File: config.mk
export PLATFORM = sky130hd
export DESIGN_NAME = usb_tx_encode
export DESIGN_NICKNAME = d
export VERILOG_FILES = /design/src/rtl/usb_pkg.sv /design/src/rtl/usb_nrzi_enc.sv /design/src/rtl/usb_tx_encode.sv
export SDC_FILE = /design/constraint.sdc
export NUM_CORES = 1
export LEC_CHECK = 0
export BUFFER_PORTS_ARGS = -buffer_cell sky130_fd_sc_hd__buf_2
export CORE_UTILIZATION = 30
export CTS_BUF_LIST = sky130_fd_sc_hd__clkbuf_8 sky130_fd_sc_hd__clkbuf_16
export DETAILED_ROUTE_END_ITERATION = 8
export PLACE_DENSITY = 0.58
export SLEW_MARGIN = 25
export SYNTH_ARGS = -nofsm -noshare
export SYNTH_HDL_FRONTEND = slang
export SYNTH_HIERARCHICAL = 1
export SYNTH_SLANG_ARGS = --single-unit
File: constraint.sdc
create_clock -name clk -period 3.45 [get_ports clk]
set_input_delay 0.345 -clock clk [delete_from_list [all_inputs] [get_ports clk]]
set_output_delay 0.345 -clock clk [all_outputs]
set_load 0.02 [all_outputs]
File: src/rtl/usb_pkg.sv
// Shared types and constants for the USB transmit path.
// The line encoding is {dplus, dminus} so a line state can be split
// straight onto the two pad drivers.
package usb_pkg;

  // Transmit sequencer states. A state describes the action taken at the
  // next shift_enable strobe; the line register shows the result one cycle
  // after that strobe.
  typedef enum logic [2:0] {
    IDLE  = 3'd0,
    DATA  = 3'd1,
    STUFF = 3'd2,
    SE0_1 = 3'd3,
    SE0_2 = 3'd4,
    EOP_J = 3'd5
  } tx_state_e;

  // Number of consecutive transmitted 1s that forces a stuffed 0.
  localparam logic [2:0] STUFF_LIMIT = 3'd6;

  // Line states as {dplus, dminus}.
  localparam logic [1:0] LINE_J   = 2'b10;
  localparam logic [1:0] LINE_K   = 2'b01;
  localparam logic [1:0] LINE_SE0 = 2'b00;

  // NRZI transition: J <-> K. SE0 is never toggled in normal operation;
  // mapping it to K keeps the function total without extra state.
  function automatic logic [1:0] line_toggle(input logic [1:0] cur);
    return (cur == LINE_K) ? LINE_J : LINE_K;
  endfunction

endpackage

File: src/rtl/usb_nrzi_enc.sv
// NRZI line register. Holds the current {dplus, dminus} level and applies
// one of four actions per cycle: force J, force SE0, toggle, or hold.
// The sequencer decides when; this block only owns the line level.
module usb_nrzi_enc
  import usb_pkg::*;
(
  input  logic clk,
  input  logic rst,
  input  logic toggle,
  input  logic force_se0,
  input  logic force_j,
  output logic dplus_out,
  output logic dminus_out
);

  logic [1:0] line_q;

  // Line register: reset and force_j win so a new packet always starts
  // its NRZI reference from J; toggle encodes a data 0 or a stuff bit.
  always_ff @(posedge clk or posedge rst) begin
    if (rst) begin
      line_q <= LINE_J;
    end else if (force_j) begin
      line_q <= LINE_J;
    end else if (force_se0) begin
      line_q <= LINE_SE0;
    end else if (toggle) begin
      line_q <= line_toggle(line_q);
    end
  end

  assign dplus_out  = line_q[1];
  assign dminus_out = line_q[0];

endmodule

File: src/rtl/usb_tx_encode.sv
// USB transmit encoder: NRZI, bit stuffing and EOP generation.
//
// Data handshake: tx_bit/tx_last are treated as always valid; bit_req is
// the ready. A bit transfers in exactly the cycle bit_req=1 (state DATA
// with shift_enable=1), and the upstream shifter must advance on that
// cycle only. Stuff and EOP slots keep bit_req low so no data is lost.
//
// All sequencing happens on shift_enable strobes, with one exception:
// tx_start in IDLE moves to DATA on any edge. That edge never consumes a
// bit, so the first data bit goes out on the next strobe.
module usb_tx_encode
  import usb_pkg::*;
(
  input  logic      clk,
  input  logic      rst,
  input  logic      shift_enable,
  input  logic      tx_start,
  input  logic      tx_bit,
  input  logic      tx_last,
  output logic      bit_req,
  output logic      dplus_out,
  output logic      dminus_out,
  output logic      tx_busy,
  output logic      eop_done,
  output tx_state_e state_dbg
);

  tx_state_e  state, state_next;
  logic [2:0] ones_cnt, ones_next;
  logic       last_pend, last_pend_next;
  logic       eop_next;
  logic       line_toggle_en;
  logic       line_force_se0;
  logic       line_force_j;

  // State, run-length counter, pending-last flag and the EOP pulse.
  always_ff @(posedge clk or posedge rst) begin
    if (rst) begin
      state     <= IDLE;
      ones_cnt  <= 3'd0;
      last_pend <= 1'b0;
      eop_done  <= 1'b0;
    end else begin
      state     <= state_next;
      ones_cnt  <= ones_next;
      last_pend <= last_pend_next;
      eop_done  <= eop_next;
    end
  end

  // Next-state, bit_req and line-control decode.
  always_comb begin
    state_next     = state;
    ones_next      = ones_cnt;
    last_pend_next = last_pend;
    eop_next       = 1'b0;
    bit_req        = 1'b0;
    line_toggle_en = 1'b0;
    line_force_se0 = 1'b0;
    line_force_j   = 1'b0;

    unique case (state)
      IDLE: begin
        // Keep J on the line and re-arm the NRZI reference for a packet.
        line_force_j = 1'b1;
        if (tx_start) begin
          state_next     = DATA;
          ones_next      = 3'd0;
          last_pend_next = 1'b0;
        end
      end

      DATA: begin
        if (shift_enable) begin
          bit_req = 1'b1;
          if (tx_bit) begin
            ones_next = ones_cnt + 3'd1;
          end else begin
            line_toggle_en = 1'b1;
            ones_next      = 3'd0;
          end
          if (tx_bit && (ones_cnt == STUFF_LIMIT - 3'd1)) begin
            // Sixth 1 in a row: the next slot is a stuffed 0. If this
            // was the final bit, the EOP must wait behind the stuff bit.
            state_next     = STUFF;
            last_pend_next = tx_last;
          end else if (tx_last) begin
            state_next = SE0_1;
          end
        end
      end

      STUFF: begin
        if (shift_enable) begin
          line_toggle_en = 1'b1;
          ones_next      = 3'd0;
          last_pend_next = 1'b0;
          state_next     = last_pend ? SE0_1 : DATA;
        end
      end

      SE0_1: begin
        if (shift_enable) begin
          line_force_se0 = 1'b1;
          state_next     = SE0_2;
        end
      end

      SE0_2: begin
        if (shift_enable) begin
          line_force_se0 = 1'b1;
          state_next     = EOP_J;
        end
      end

      EOP_J: begin
        if (shift_enable) begin
          line_force_j = 1'b1;
          eop_next     = 1'b1;
          state_next   = IDLE;
        end
      end

      default: begin
        state_next = IDLE;
      end
    endcase
  end

  usb_nrzi_enc u_nrzi (
    .clk        (clk),
    .rst        (rst),
    .toggle     (line_toggle_en),
    .force_se0  (line_force_se0),
    .force_j    (line_force_j),
    .dplus_out  (dplus_out),
    .dminus_out (dminus_out)
  );

  assign tx_busy   = (state != IDLE);
  assign state_dbg = state;

endmodule

==> flow_metrics.env <==
export IMPL_finClkSkew_ns=0.00220
export IMPL_p_leak_uw=0.000386
export IMPL_grt_remaining_overflow=0
export IMPL_finalSetupViolations=0
export IMPL_ys_warn_count=6
export IMPL_die_w_um=48.4
export IMPL_clk_pin_slew_ns=0.05
export IMPL_ir_drop_mv=0.267
export IMPL_synth_area_top_cells="dfrtp_1, dfstp_2, nor2_1, ha_1, inv_1"
export IMPL_synth_top_area_share_pct=34.9
export IMPL_io_buffers=13
export IMPL_worst_ep_arrival_time_ns=1.48
export IMPL_netSwitchingFraction_pct=41.1
export IMPL_grt_pass1_vias=526
export IMPL_htreeDepth=1
export IMPL_hold_ws_ns=0.408
export IMPL_p_per_area_mw_per_mm2=909
export IMPL_finalCritPeriodShare_pct=53.0
export IMPL_power_uw=725
export IMPL_holdPathStages=3
export IMPL_yosysTopAreaCell="dfrtp_1"
export IMPL_avgViaCountPerCell=5.11
export IMPL_internal_power_uw=427
export IMPL_num_vias=577
export IMPL_antenna_found_initial=0
export IMPL_switchingPower_uw=298
export IMPL_gp_congestion=0.772
export IMPL_hold_class="primary input to register"
export IMPL_post_cts_buffers=0
export IMPL_end_kind="output port"
export IMPL_cts_sinks=10
export IMPL_synth_edf_count=0
export IMPL_path_class="register to output port"
export IMPL_synthCells=71
export IMPL_die_area_mm2=0.00234
export IMPL_hold_violations=0
export IMPL_syn_nets=79
export IMPL_cts_tree="built"
export IMPL_cts_buffer_depth=2
export IMPL_finalWirelength_um=1410
export IMPL_grt_max_degree=19
export IMPL_rsz0062_at_grt="false"
export IMPL_die_y_um=48.4
export IMPL_place_area_um2=732
export IMPL_cts_root_buf="clkbuf_8"
export IMPL_row_count=16
export IMPL_clkPwrFrac_pct=20.3
export IMPL_synth_main_ff_cell="dfrtp_1"
export IMPL_critical_path_max_fanout=16
export IMPL_clk_latency_ns=0.24
export IMPL_worst_slew_pin_slew_ns=0.454
export IMPL_finalInstanceArea_um2=797
export IMPL_layout_drive_gt1_share_pct=23.3
export IMPL_design_final_nets=95
export IMPL_diodes=0
export IMPL_wl_per_cell_um=12.5
export IMPL_drv_slew=0
export IMPL_dp_hpwl_um=1010
export IMPL_cts_made_buffers=3
export IMPL_synth_cell_types=38
export IMPL_initial_core_util_pct=32.2
export IMPL_mappedNetlistArea_um2=646
export IMPL_pin_count=14
export IMPL_fin_crit_ns=1.83
export IMPL_reg2regPathDepth=5
export IMPL_tns_ns=0
export IMPL_synth_area_per_cell_um2=9.09
export IMPL_required_ns=3.11
export IMPL_ys_seq_area_share_pct=39.0
export IMPL_final_antenna_net_count=0
export IMPL_firstDrtPassIters=4
export IMPL_grt_usage_pct=13.4
export IMPL_synth_seq_cells=10
export IMPL_combinationalPowerShare_pct=45.2
export IMPL_status="finished clean"
export IMPL_cap_violations=0
export IMPL_drt_iter0_drc=7
export IMPL_grt_pass1_wl_um=2330
export IMPL_core_area_mm2=0.00200
export IMPL_p_seq_share_pct=34.5
export IMPL_max_slew_margin_pct=69.7
export IMPL_fmax_mhz=547
export IMPL_postSynth_asyncResetShare_pct=100
export IMPL_area_delta_synth_final_pct=23.4
export IMPL_drc_errors=0
export IMPL_start_kind="register"
[synth_stat cells (2+ instances only)]
cell	number
dfrtp_1	9
nor2_1	7
inv_1	6
nand2_1	4
a21oi_1	3
nor3b_1	3
clkbuf_1	2
ha_1	2
mux2i_1	2
nand2b_1	2
nand3_1	2
nand3b_1	2
o211ai_1	2
[area by class of cell]
class / instances / area (um^2)
inverters: 6 / 22.5
multi-input cells: 52 / 359
fillers: 219 / 1200
well taps: 27 / 33.8
repair buffers: 14 / 75.1
flip-flops and latches: 10 / 251
clock buffers: 4 / 55.1
[registers in the layout, indices dropped and copies added (netlist names)]
register,cells
last_pend,1
u_nrzi/line_q,2
ones_cnt,3
eop_done,1
state_dbg,3
[repair_timing]
action / 4_1_cts / 5_1_grt
hold endpoints to repair: 1 / 0
gates resized for setup: 0 / 0
endpoints found under the setup margin: 0 / 0
hold buffers: 1 / 0
[layer usage]
metal  part of all wire [%]  GRT usage (%)  up-vias
met4                    3.0           9.80        0
met5                      0              0        -
met3                    2.8           3.14        5
li1                       -              -      287
met2                     48           20.4       13
met1                     46           16.5      272
[worst max-delay path: stages (launching register included)]
cell and delay, ns:
dfrtp_1 0.54, and2b_1 0.34, nand2_1 0.09, nor2_1 0.10, buf_2 0.18
[placed cells by master, fill, tap and decap left out, types with 2 or more instances in the layout]
cell	netlist	routed
nand3_1	2	2
buf_2	1	13
mux2i_1	2	2
dfrtp_1	9	9
nor3b_1	3	3
clkbuf_8	0	4
nand2b_1	2	2
inv_1	6	6
nand3b_1	2	2
nand2_1	4	4
o211ai_1	2	2
nor2_1	7	7
a21oi_1	3	3
ha_1	2	2
[metrics by stage]
step | std cells | worst slack [ns] | utilization (%)
2_1_floorplan | 71 | 1.86 | -
4_1_cts | 113 | 1.65 | 39.8
3_5_place_dp | 108 | 1.85 | 36.6
5_1_grt | 113 | 1.54 | 39.8
3_3_place_gp | 108 | 1.89 | 36.6
6_report | 113 | 1.62 | 39.8
[cells by family (layout without fill, tap and decap cells)]
group / after synthesis / after routing / synth area share [%]
simple gates: 31 / 31 / 28.3
compound gates: 16 / 16 / 18.6
flops: 10 / 10 / 39.0
fa+ha+maj: 2 / 2 / 3.88
buf+inv: 9 / 24 / 5.43
mux: 3 / 3 / 4.84
[power by group through the flow]
stage / Sequential [uW] / Clock, uW / Combinational (uW)
after global placement: 247 / 0 / 322
after floorplan: 245 / 0 / 249
final: 250 / 147 / 328
after global routing: 262 / 158 / 361
after detailed placement: 250 / 0 / 326
after CTS: 249 / 152 / 329
[final timing paths]
path | start | slack (ns) | to
setup reg to reg | state_dbg[1] | 1.78 | u_nrzi/line_q[0]
hold / removal | tx_last | 0.41 | last_pend
hold reg to reg | ones_cnt[0] | 0.54 | ones_cnt[0]
min in group asynchronous | rst | 0.51 | u_nrzi/line_q[0]
max in group asynchronous | rst | 2.59 | ones_cnt[2]
setup / recovery | state_dbg[1] | 1.62 | bit_req
(Power assumes the default switching activity.)
